$ cat config.mk
export PLATFORM = sky130hd
export DESIGN_NAME = fifo_uart_tx
export DESIGN_NICKNAME = d
export VERILOG_FILES = /design/src/rtl/fifo_uart_tx_pkg.sv /design/src/rtl/uart_baud_gen.sv /design/src/rtl/fifo_uart_tx.sv
export SDC_FILE = /design/constraint.sdc
export NUM_CORES = 1
export LEC_CHECK = 0
export BUFFER_PORTS_ARGS = -buffer_cell sky130_fd_sc_hd__buf_4
export CAP_MARGIN = 20
export CORE_MARGIN = 1.5
export CORE_UTILIZATION = 50
export CTS_BUF_LIST = sky130_fd_sc_hd__clkbuf_4 sky130_fd_sc_hd__clkbuf_8 sky130_fd_sc_hd__clkbuf_16
export DETAILED_ROUTE_END_ITERATION = 10
export GPL_ROUTABILITY_DRIVEN = 1
export PLACE_DENSITY_LB_ADDON = 0.08
export SYNTH_ARGS = -nofsm -noshare
export SYNTH_HDL_FRONTEND = slang
export SYNTH_HIERARCHICAL = 1
export SYNTH_SLANG_ARGS = --single-unit
$ cat constraint.sdc
create_clock -name clk -period 5.2 [get_ports clk]
set_input_delay 1.04 -clock clk [delete_from_list [all_inputs] [get_ports clk]]
set_output_delay 1.04 -clock clk [all_outputs]
set_load 0.005 [all_outputs]
$ cat src/rtl/fifo_uart_tx_pkg.sv
// Shared definitions for the FIFO-fed UART transmitter and its baud generator.
// Holds the FSM state encoding and the default bit period for the 12 MHz board clock.
package fifo_uart_tx_pkg;

    typedef enum logic [1:0] {
        IDLE  = 2'd0,
        START = 2'd1,
        DATA  = 2'd2,
        STOP  = 2'd3
    } tx_state_e;

    // 12 MHz / 115200 baud
    localparam int DEFAULT_CLKS_PER_BIT = 104;

endpackage

$ cat src/rtl/uart_baud_gen.sv
// Bit-period counter shared by the UART transmitter and receiver.
// Counts 0..CLKS_PER_BIT-1 and flags the last and next-to-last cycles of each bit.
module uart_baud_gen
    import fifo_uart_tx_pkg::*;
#(
    parameter int CLKS_PER_BIT = DEFAULT_CLKS_PER_BIT
) (
    input  logic clk,
    input  logic rst,
    input  logic clear_i,
    output logic bit_end_o,
    output logic pre_end_o
);

    localparam int CW = $clog2(CLKS_PER_BIT);
    localparam logic [CW-1:0] LAST     = CW'(CLKS_PER_BIT - 1);
    localparam logic [CW-1:0] PRE_LAST = CW'(CLKS_PER_BIT - 2);

    logic [CW-1:0] count_q;

    always_ff @(posedge clk) begin
        if (rst || clear_i || bit_end_o) begin
            count_q <= '0;
        end else begin
            count_q <= count_q + 1'b1;
        end
    end

    assign bit_end_o = (count_q == LAST);
    // Lets the transmitter register a pulse that lands in the final cycle of a bit.
    assign pre_end_o = (count_q == PRE_LAST);

endmodule

$ cat src/rtl/fifo_uart_tx.sv
// Drains a show-ahead FIFO onto a UART 8N1 line: one pop strobe per byte,
// start bit, LSB-first data, stop bit, with all outputs registered.
module fifo_uart_tx
    import fifo_uart_tx_pkg::*;
#(
    parameter int D_WIDTH      = 8,
    parameter int CLKS_PER_BIT = DEFAULT_CLKS_PER_BIT
) (
    input  logic               clk,
    input  logic               rst,
    input  logic               enable,
    input  logic               fifo_empty,
    input  logic [D_WIDTH-1:0] fifo_rdata,
    output logic               fifo_rd,
    output logic               tx,
    output logic               busy,
    output logic               tx_done
);

    localparam int IW = $clog2(D_WIDTH);
    localparam logic [IW-1:0] LAST_IDX = IW'(D_WIDTH - 1);

    tx_state_e          state_q;
    logic [D_WIDTH-1:0] shift_q;
    logic [IW-1:0]      bit_idx_q;
    logic               bit_end;
    logic               pre_end;

    uart_baud_gen #(
        .CLKS_PER_BIT(CLKS_PER_BIT)
    ) u_baud (
        .clk      (clk),
        .rst      (rst),
        .clear_i  (state_q == IDLE),
        .bit_end_o(bit_end),
        .pre_end_o(pre_end)
    );

    // NOTE: every register here uses <= so each branch sees pre-edge values only.
    always_ff @(posedge clk) begin
        if (rst) begin
            state_q   <= IDLE;
            shift_q   <= '0;
            bit_idx_q <= '0;
            fifo_rd   <= 1'b0;
            tx        <= 1'b1;
            busy      <= 1'b0;
            tx_done   <= 1'b0;
        end else begin
            fifo_rd <= 1'b0;
            tx_done <= 1'b0;
            case (state_q)
                IDLE: begin
                    tx   <= 1'b1;
                    busy <= 1'b0;
                    if (enable && !fifo_empty) begin
                        shift_q <= fifo_rdata;
                        fifo_rd <= 1'b1;
                        tx      <= 1'b0;
                        busy    <= 1'b1;
                        state_q <= START;
                    end
                end
                START: begin
                    if (bit_end) begin
                        state_q   <= DATA;
                        bit_idx_q <= '0;
                        tx        <= shift_q[0];
                    end
                end
                DATA: begin
                    if (bit_end) begin
                        shift_q <= shift_q >> 1;
                        if (bit_idx_q == LAST_IDX) begin
                            state_q <= STOP;
                            tx      <= 1'b1;
                        end else begin
                            bit_idx_q <= bit_idx_q + 1'b1;
                            tx        <= shift_q[1];
                        end
                    end
                end
                STOP: begin
                    if (pre_end) begin
                        tx_done <= 1'b1;
                    end
                    if (bit_end) begin
                        state_q <= IDLE;
                        busy    <= 1'b0;
                    end
                end
                default: begin
                    state_q <= IDLE;
                    tx      <= 1'b1;
                    busy    <= 1'b0;
                end
            endcase
        end
    end

endmodule

==> impl_metrics.tcl <==
set metrics [dict create \
    status "finished, final reports clean" \
    viasPerCell 5.35 \
    cts_max_path_buffers 2 \
    hold_ws_ns 0.471 \
    grt_overflow 0 \
    insertion_delay_ns 0.32 \
    path_cells "or3b_1 > nor2_1 > mux2i_1 > a21oi_2 > nor2_1 > a211oi_2" \
    coreArea_um2 2250 \
    grtUsageMet1_pct 21.0 \
    ctsHoldBuffers 0 \
    ys_async_sr_fraction_pct 0 \
    slowest_delay_ns 0.52 \
    fin_cells 170 \
    sw_frac_of_total_pct 34.2 \
    stdcell_area_um2 1380 \
    ir_worst_vdd_mv 0.382 \
    p_leak_nw 0.521 \
    ant_nets 0 \
    cts-buffers-inserted 3 \
    yosys.area.top_type "dfxtp_1" \
    crit_fanout 15 \
    antenna_cells 0 \
    fin_worst_skew_ns 0.0187 \
    drive_gt1_share_pct 19.0 \
    cts_max_level 1 \
    fin_nets 164 \
    power_density_nw_per_um2 444 \
    post-dp-hpwl_mm 1.51 \
    ys_seq_elements 24 \
    yosysMostFrequentCell "dfxtp_1" \
    ys_warn_count 6 \
    fmax_ghz 0.432 \
    synth_area_um2 1210 \
    ys_types 38 \
    grt_max_degree 21 \
    rsz0062_at_grt "false" \
    grtUsageTotal_pct 18.1 \
    grt_first_pass_wirelength_mm 3.65 \
    cts.clk_slew.worst_paths_ns 0.14 \
    clock-sinks 24 \
    relSlewSlack_pct 52.0 \
    finalSetupViolations 0 \
    slew_violations 0 \
    remaining_drc_errors 0 \
    max_cap_viol_count 0 \
    synthFlopType "dfxtp_1" \
    die_area_um2 2730 \
    placed_cell_area_um2 1330 \
    fin_crit_ns 2.31 \
    synth.area.top_cells "dfxtp_1 40%, ha_1 9.3%, mux2i_1 8.2%" \
    start_kind "flip-flop" \
    synth_edf_count 0 \
    fill_cells 228 \
    combPwrFrac_pct 38.7 \
    fin_tns_setup_ns 0 \
    crit_slowest_cell "a21oi_2" \
    grt_util_met2_pct 32.3 \
    grt_busiest_layer "met2" \
    seqPwrFrac_pct 39.4 \
    port_buffers 15 \
    finalHoldViolations 0 \
    core.rowCount 17 \
    synth_nets 150 \
    grt_pass1_vias 886 \
    io_pins 16 \
    switching_power_w 0.000210 \
    hold_class "flip-flop to flip-flop" \
    post-cts-setup-buffers 0 \
    power_frac_clock_pct 21.9 \
    cpMostUsedCell "nor2_1" \
    critPathKind "flip-flop to flip-flop" \
    ys_seq_area_share_pct 39.6 \
    dieWidth_um 52.3 \
    routed_wl_mm 2.04 \
    area_growth_pct 13.8 \
    cts_tree "built" \
    endpoint_kind "flip-flop" \
    drt_iter0_markers 5 \
    start_util_pct 53.8 \
    p_int_w 0.000404 \
    routedWlPerCell_um 12.0 \
    met3_usage_pct 5.14 \
    cts_resized 0 \
    drt-pass1-iter-count 4 \
    cts_root_buffer "clkbuf_4" \
    gp_congestion 0.722 \
    setup_slack_ns 2.89 \
    place_inst 166 \
    synth_cells 129 \
    worst_pin_slew_ns 0.720 \
    worstPathArrival_ns 2.55 \
    finalCritPeriodShare_pct 44.5 \
    pre_cts_ws_ns 2.88 \
    cp_data_required_time_ns 5.43 \
    die_y_um 52.3 \
    netlist.area_leader.share_pct 39.6 \
    avgSynthCellArea_um2 9.41 \
    antenna_found_initial 0 \
    vias 909 \
    synth_common_cells "24 x dfxtp_1, 21 x nor2_1, 10 x mux2i_1" \
]
flip-flops by register name, indices dropped and copies added (netlist names):
signal and cells:
shift_q 8, u_baud/count_q 7, bit_idx_q 3, state_q 2
busy 1, fifo_rd 1, tx 1, tx_done 1
per-stage QoR:
step | utilization, % | total power, W
floorplan | - | 0.000446
finish | 61.3 | 0.000614
detailed placement | 58.9 | 0.000487
CTS | 61.3 | 0.000623
global route | 61.3 | 0.000666
global placement | 58.9 | 0.000478
cell type report:
cell class / instances / area [µm²] / area share, %
multi-input cells: 96 / 689 / 49.9
clock inverters: 1 / 30.0 / 2.17
repair buffers: 15 / 113 / 8.15
inverters: 3 / 11.3 / 0.815
well taps: 28 / 35.0 / 2.54
clock buffers: 3 / 22.5 / 1.63
flip-flops and latches: 24 / 480 / 34.8
final timing paths:
kind                                         from      endpoint  slack (ns)  cells past startpoint
worst min-delay path                 bit_idx_q[1]  bit_idx_q[1]        0.47                      2
worst max register to register  u_baud/count_q[4]    shift_q[5]        2.89                      6
worst max-delay path            u_baud/count_q[4]    shift_q[5]        2.89                      6
worst min register to register       bit_idx_q[1]  bit_idx_q[1]        0.47                      2
layout by cell type (no fill, tap or decap), types with 2 or more instances in the layout:
cell type,synthesis,routed
dfxtp_1,24,24
nor2_1,21,21
buf_4,2,15
mux2i_1,10,10
ha_1,9,9
nand2_1,7,7
a21oi_1,5,5
a211oi_1,5,5
inv_1,3,3
nor2b_1,3,3
a211oi_2,3,3
clkbuf_4,0,3
nand3_1,3,3
nand2b_1,2,2
nand4_1,2,2
o21ai_0,2,2
or3b_1,2,2
xor2_1,2,2
nor3_1,2,2
cell families (layout without fill, tap and decap cells):
| logic type | count (synthesis) | after routing | synth area share (%) |
|---|---|---|---|
| DFF | 24 | 24 | 39.6 |
| AOI/OAI and AO/OA | 25 | 25 | 16.6 |
| muxes | 10 | 10 | 8.25 |
| xor gates and xnor gates | 3 | 3 | 2.17 |
| and+or+nand+nor | 49 | 49 | 20.5 |
| buffers and inverters | 9 | 22 | 3.61 |
| adders and majority gates | 9 | 9 | 9.28 |
layer usage:
layer / vias up / part of all wire (%) / wire (µm)
li1: 484 / - / -
met1: 415 / 49 / 994
met2: 8 / 48 / 982
met3: 2 / 2.1 / 42
met4: 0 / 0.69 / 14
met5: - / 0 / 0
worst max-delay path: cells and delay by family, from the launching register on:
family           cells  cell delay (ns)
flip-flops           1             0.39
AND/OR/NAND/NOR      3             0.93
AO/OA/AOI/OAI        2             0.73
multiplexers         1             0.16
power groups by stage:
stage          Clock [W]  Combinational (W)  Sequential [W]
5_1_grt         0.000146           0.000274        0.000247
6_report        0.000134           0.000238        0.000242
3_5_place_dp           0           0.000242        0.000246
2_1_floorplan          0           0.000205        0.000241
3_3_place_gp           0           0.000234        0.000244
4_1_cts         0.000140           0.000242        0.000242
No activity file was read; power rests on OpenSTA's default activity.
